===== src/rtl/ahblite_busmatrix_pkg.sv =====
// rtl/ahblite_busmatrix_pkg.sv - shared encodings and field widths for the AHB-Lite bus matrix
package ahblite_busmatrix_pkg;

    typedef enum logic [1:0] {
        HTRANS_IDLE   = 2'b00,
        HTRANS_BUSY   = 2'b01,
        HTRANS_NONSEQ = 2'b10,
        HTRANS_SEQ    = 2'b11
    } htrans_e;

    typedef enum logic {
        HRESP_OKAY  = 1'b0,
        HRESP_ERROR = 1'b1
    } hresp_e;

    typedef enum logic [1:0] {
        PORT_NONE = 2'b00,
        PORT_SYS  = 2'b01,
        PORT_DMA  = 2'b10
    } port_sel_e;

    localparam int HTRANS_W = 2;
    localparam int HSIZE_W  = 3;
    localparam int HBURST_W = 3;
    localparam int HPROT_W  = 4;

    // NONSEQ and SEQ carry a real transfer; IDLE and BUSY never do
    function automatic logic is_xfer(input logic [1:0] htrans);
        return (htrans == HTRANS_NONSEQ) || (htrans == HTRANS_SEQ);
    endfunction

endpackage


===== src/rtl/ahblite_busmatrix_holdreg.sv =====
// rtl/ahblite_busmatrix_holdreg.sv - address-phase capture register with load enable and async clear
module ahblite_busmatrix_holdreg #(
    parameter int W = 1
) (
    input  logic         HCLK,
    input  logic         HRESETn,
    input  logic         load,
    input  logic [W-1:0] d,
    output logic [W-1:0] q
);

    // capture on load, otherwise keep; reset discards any captured phase
    always_ff @(posedge HCLK or negedge HRESETn) begin
        if (!HRESETn) begin
            q <= '0;
        end else if (load) begin
            q <= d;
        end
    end

endmodule


===== src/rtl/ahblite_busmatrix_inputstage.sv =====
// rtl/ahblite_busmatrix_inputstage.sv - per-master input stage: stalls and holds ungranted address phases
module ahblite_busmatrix_inputstage
    import ahblite_busmatrix_pkg::*;
#(
    parameter int ADDR_WIDTH = 32
) (
    input  logic                  HCLK,
    input  logic                  HRESETn,
    input  logic                  HSEL,
    input  logic [ADDR_WIDTH-1:0] HADDR,
    input  logic [HTRANS_W-1:0]   HTRANS,
    input  logic                  HWRITE,
    input  logic [HSIZE_W-1:0]    HSIZE,
    input  logic [HBURST_W-1:0]   HBURST,
    input  logic [HPROT_W-1:0]    HPROT,
    input  logic                  HREADY,
    output logic                  HREADYOUT,
    output logic                  HRESP,
    output logic                  HSEL_O,
    output logic [ADDR_WIDTH-1:0] HADDR_O,
    output logic [HTRANS_W-1:0]   HTRANS_O,
    output logic                  HWRITE_O,
    output logic [HSIZE_W-1:0]    HSIZE_O,
    output logic [HBURST_W-1:0]   HBURST_O,
    output logic [HPROT_W-1:0]    HPROT_O,
    output logic                  TRANS_REQ,
    input  logic                  ACTIVE_Decoder,
    input  logic                  HREADYOUT_Decoder,
    input  logic                  HRESP_Decoder
);

    localparam int AP_W = 1 + ADDR_WIDTH + HTRANS_W + 1 + HSIZE_W + HBURST_W + HPROT_W;

    logic            pend;
    logic            dphase;
    logic            trans_valid;
    logic            accept;
    logic            hold_load;
    logic [AP_W-1:0] live_ap;
    logic [AP_W-1:0] hold_ap;
    logic [AP_W-1:0] out_ap;

    assign trans_valid = HSEL & is_xfer(HTRANS) & HREADY;

    // an address phase leaves this stage when the granted output stage is ready
    assign accept = (trans_valid | pend) & ACTIVE_Decoder & HREADYOUT_Decoder;

    // the hold register is frozen while a captured phase is outstanding
    assign hold_load = trans_valid & ~ACTIVE_Decoder & ~pend;

    assign live_ap = {HSEL, HADDR, HTRANS, HWRITE, HSIZE, HBURST, HPROT};

    ahblite_busmatrix_holdreg #(
        .W (AP_W)
    ) u_holdreg (
        .HCLK    (HCLK),
        .HRESETn (HRESETn),
        .load    (hold_load),
        .d       (live_ap),
        .q       (hold_ap)
    );

    // pend: an ungranted transfer is parked here until the grant and downstream ready meet
    always_ff @(posedge HCLK or negedge HRESETn) begin
        if (!HRESETn) begin
            pend <= 1'b0;
        end else if (hold_load) begin
            pend <= 1'b1;
        end else if (pend & ACTIVE_Decoder & HREADYOUT_Decoder) begin
            pend <= 1'b0;
        end
    end

    // dphase: this port owns the downstream data phase until it completes
    always_ff @(posedge HCLK or negedge HRESETn) begin
        if (!HRESETn) begin
            dphase <= 1'b0;
        end else if (accept) begin
            dphase <= 1'b1;
        end else if (HREADYOUT_Decoder) begin
            dphase <= 1'b0;
        end
    end

    assign out_ap = pend ? hold_ap : live_ap;
    assign {HSEL_O, HADDR_O, HTRANS_O, HWRITE_O, HSIZE_O, HBURST_O, HPROT_O} = out_ap;

    assign TRANS_REQ = HSEL_O & HTRANS_O[1];

    // pend stalls the master outright; otherwise the downstream data phase drives the response
    assign HREADYOUT = pend ? 1'b0 : (dphase ? HREADYOUT_Decoder : 1'b1);
    assign HRESP     = (dphase & ~pend) ? HRESP_Decoder : HRESP_OKAY;

endmodule


===== config.mk =====
export PLATFORM = sky130hd
export DESIGN_NAME = ahblite_busmatrix_inputstage
export DESIGN_NICKNAME = d
export VERILOG_FILES = /design/src/rtl/ahblite_busmatrix_pkg.sv /design/src/rtl/ahblite_busmatrix_holdreg.sv /design/src/rtl/ahblite_busmatrix_inputstage.sv
export SDC_FILE = /design/constraint.sdc
export NUM_CORES = 1
export LEC_CHECK = 0
export ABC_AREA = 0
export CORE_AREA = 2 2 78 80
export DETAILED_ROUTE_END_ITERATION = 10
export DIE_AREA = 0 0 80 82
export PLACE_DENSITY_LB_ADDON = 0.08
export SYNTH_ARGS = -nofsm -noshare
export SYNTH_HDL_FRONTEND = slang
export SYNTH_SLANG_ARGS = --single-unit
export TNS_END_PERCENT = 20

===== constraint.sdc =====
create_clock -name HCLK -period 2.1 [get_ports HCLK]
set_clock_uncertainty 0.15 [all_clocks]
set_input_delay 0.315 -clock HCLK [delete_from_list [all_inputs] [get_ports HCLK]]
set_output_delay 0.315 -clock HCLK [all_outputs]
set_load 0.02 [all_outputs]

After elaboration in Yosys (flattened, before gate mapping)

Index checks and enable logic that the tools add are counted.

Bitwise operators: 13
Multiply operators: 0
Divide/modulo/power cells: 0
Muxes and demuxes: 8
Reduce and logical (&&, ||, !) cells: 3
Equal/unequal tests: 2
Shift-type cells: 0
$add $sub $neg: 0
Order comparisons: 0

Operators with widths:

| kind               | number |
|---|---|
| $mux 46            | 1 |
| $and 1x1->1        | 10 |
| $mux 1             | 7 |
| $eq 2x2->1 const B | 2 |
| $reduce_bool 2->1  | 2 |
| $not 1->1          | 2 |
| $logic_or 1x1->1   | 1 |
| $or 1x1->1         | 1 |

Memory bits (read-only): 0
Input port bits: 52
RAM bits: 0
Memories kept: 0
Latch bits: 0
Bits in registers: 48

Longest topological paths before layout

Depth after elaboration: 8
Mapped depth: 5
Mapped depth without buffers: 3

Modules after synthesis

Synthesis repeated with hierarchy kept, for this count alone.

Cell total of the unflattened synthesis: 162
Area total of the unflattened synthesis: 2,621.3 sq um

By module, submodules not included:

| module                       | cells each | area an instance (sq um) | sequential area each (sq um) | instances |
|---|---|---|---|---|
| ahblite_busmatrix_holdreg    | 97         | 1,910.6                  | 1,151.1                      | 1 |
| ahblite_busmatrix_inputstage | 65         | 710.7                    | 50.0                         | 1 |

Least setup slack after synthesis

Ideal clock, no wire load.

Path type: register to register
Start: reg pend
End: reg u_holdreg.q[0]
Setup time: 0.125 ns
Cell stages (with the launch flop): 6
Data arrival time: 1.528 ns
Data required time: 1.825 ns
Setup slack: 0.297 ns
Path through: dfrtp_1 -> buf_2 -> nand2b_4 -> nor3_4 -> buf_6 -> mux2_2

Word-level cells in the longest chain between the ends: 2

RTL lines:

| item                   | line                               | source |
|---|---|---|
| start, declared        | ahblite_busmatrix_inputstage.sv:34 | `logic pend;` |
| start signal, assigned | ahblite_busmatrix_inputstage.sv:66 | `pend <= 1'b0;` |
| start signal, assigned | ahblite_busmatrix_inputstage.sv:68 | `pend <= 1'b1;` |
| start signal, assigned | ahblite_busmatrix_inputstage.sv:70 | `pend <= 1'b0;` |
| $not 1->1              | ahblite_busmatrix_inputstage.sv:49 | `assign hold_load = trans_valid & ~ACTIVE_Decoder & ~pend;` |
| $and 1x1->1            | ahblite_busmatrix_inputstage.sv:49 |  |
| end signal, assigned   | ahblite_busmatrix_holdreg.sv:15    | `q <= '0;` |
| end signal, assigned   | ahblite_busmatrix_holdreg.sv:17    | `q <= d;` |
| end, declared          | ahblite_busmatrix_holdreg.sv:9     | `output logic [W-1:0] q` |

Every way passes these cells.
A chain may end at the register's enable or synchronous reset.

Final worst setup path

Start: reg pend
End: out HADDR_O[10]

Word-level cells in the longest chain between the ends: 1

RTL lines:

| item          | line                               | source |
|---|---|---|
| $mux 46       | ahblite_busmatrix_inputstage.sv:85 | `assign out_ap = pend ? hold_ap : live_ap;` |
| end, declared | ahblite_busmatrix_inputstage.sv:20 | `output logic [ADDR_WIDTH-1:0] HADDR_O,` |

Every way passes these cells.

==> metrics.txt <==
crit path kind=flop to primary output; Clk pwr share=26.6%; Tcrit/Tclk final=99.13%; Hold Startpoint=u_holdreg.q[12]; Netlist cell types=16; initial antenna violation count=0; cell area after layout=3530 sq um; Skew-Pair Late Insertion Delay=290 ps; Residual DRC=0; global placer's final weighted congestion=0.6765; TritonCTS buffer count=5; routed length per instance=14.84 microns; CTS Buffer Depth=2; Max transition margin=69.13%; IO Pins=101; status=finished, final reports clean; initial drt markers=41; Internal=1948 uW; Hold Path Sink=u_holdreg.q[12]; syn nets=216; flops & latches, synth=48; Syn Inst Count=164; I/O Buffers=100; Num Clock Sinks=48; RSZ-0062 raised after global routing=yes; Die Y=82 microns; Worst-Margin Slew=463.0 ps; # nets final=329; 1st-pass router iterations=3; pwr dens=755.2 nW/um^2; post-synthesis cell area=2379 sq um; CTS tree=yes; Finish-stage setup viols=0; Final Critical Period=2082 ps; core region area=5746 sq um; worst min path class=flop to flop; Peak VDD IR=457.6 uV; FMAX=480.4 MHz; sequential area share after synthesis=50.50%; Root Buffer=clkbuf_8; Max Slew Vio Count=0; leakage power=0.001535 uW; DR vias=1,724; switching share of power=26.91%; Switch Pwr=717.4 uW; largest net degree at the start of global routing=30; GRT Total Usage=16.33%; Final Hold Violating Endpoints=0; post-synthesis average cell area=14.50 sq um; worst reg2reg path depth=6; area of the die=6560 sq um; ANT cells=0; vias per inst=4.884; total grt overflow=0; cell accounting for the most synthesized area=dfrtp_1; crit path DAT=1620 ps; total of max-cap violations=0; layout cell share with drive strength beyond 1=57.55%; CP Launch Type=flop; total power=2666 uW; initial core utilization=41.40%; Syn. warnings=0; commonest non-fill, non-tap cell in the layout=mux2_2; Worst EP required=1630 ps; vias in the first global route=1,742; Post-DP Area=3521 sq um; first-pass GRT wire length=8211 microns; WHS=325.4 ps; Clock Pin Slew Worst Setup and Hold Paths=90 ps; Area contributors post-synth=dfrtp_1 50%, mux2_2 41%, buf_6 1.9%; most used cells in the layout excluding fill and tap cells=87 x mux2_2, 50 x clkdlybuf4s50_1, 47 x dfrtp_1, 31 x clkbuf_2, 14 x buf_2; antenna-violating nets left=0; Routed WL=5240 microns; area grow syn2layout=48.40%; Logic pwr share=27.5%; Worst setup EP type=primary output; DP HPWL=3602 microns; slack of the worst reg-to-reg path=120 ps; share of the synthesized area in the top cell type=50.50%; hold path depth=1; H-Tree Depth=2; R2R Path End=u_holdreg.q[30]; Seq pwr share=45.9%; row cnt=28; crit-path max FO=12; Die W=80 microns; RR Startpoint=pend
==> cell usage after synthesis <==
library cell / number
a21oi_1: 2
a31oi_1: 1
and2_1: 1
buf_2: 3
buf_6: 4
clkbuf_1: 3
dfrtp_1: 48
inv_1: 1
mux2_1: 2
mux2_2: 87
nand2_1: 6
nand2b_4: 1
nor2_1: 1
nor3_4: 1
o2bb2ai_1: 1
or2_2: 2
==> routing by layer <==
metal | routed length [microns] | global-route usage [%] | vias up | part of all wire, %
met1 | 2257 | 19.44 | 845 | 43
met3 | 362 | 5.275 | 7 | 6.9
met4 | 51 | 4.576 | 0 | 0.97
li1 | - | - | 821 | -
met2 | 2569 | 28.42 | 51 | 49
met5 | 0 | 0 | - | 0
==> state kept, by name, indices dropped and copies added (netlist names) <==
register,cells
dphase,1
u_holdreg.q,46
pend,1
==> through the flow <==
step           util, %  setup TNS [ps]  setup WS, ps  instances
2_1_floorplan        -               0         297.2        164
4_1_cts          63.44          -2.123        -2.123        353
6_report         61.43               0         18.29        353
3_3_place_gp     61.28          -66.73        -66.73        337
3_5_place_dp     61.28          -77.93        -77.93        337
5_1_grt          61.43          -613.1        -59.15        353
==> how the worst max path moves through the flow <==
stage / startpoint / endpoint / slack [ps] / depth (start not counted)
2_1_floorplan: pend / u_holdreg.q[0] / 300 / 5
3_3_place_gp: HSEL / TRANS_REQ / -70 / 4
3_5_place_dp: HSEL / TRANS_REQ / -80 / 4
4_1_cts: pend / HSIZE_O[0] / -2 / 4
5_1_grt: pend / HADDR_O[14] / -60 / 4
6_report: pend / HADDR_O[10] / 20 / 4
==> critical path, stage by stage (launching register included) <==
cell and delay, ps:
dfrtp_2 410, buf_6 140, bufbuf_16 280, mux2_2 330
buf_2 160
==> power by group through the flow <==
stage	logic (uW)	registers (uW)	clock network, uW
after floorplan	467	1210	0
after detailed placement	795	1250	0
final	734	1220	708
after CTS	759	1220	731
after global placement	783	1240	0
after global routing	792	1250	772
==> logic make-up after synthesis <==
logic type      Yosys count  synth area share [%]
mux                      89                 42.14
flops                    48                 50.50
simple gates             12                 3.156
buf+inv                  11                 3.156
compound gates            4                 1.052
==> cell type report <==
cell class | count | area (sq um)
fillers | 498 | 2216
flip-flops and latches | 48 | 1202
multi-input cells | 105 | 1102
repair buffers | 116 | 1006
well taps | 75 | 93.84
clock buffers | 6 | 82.58
clock inverters | 2 | 38.79
inverters | 1 | 3.754
==> what timing repair did <==
item                                    4_1_cts  5_1_grt
endpoints found under the setup margin       49       46
endpoints found under the hold margin        19        0
hold buffers                                  1        0
gates resized for setup                      91       63
cloned                                        2        0
setup buffers                                 5        0
Note: power is estimated with default switching activity, not from simulation.
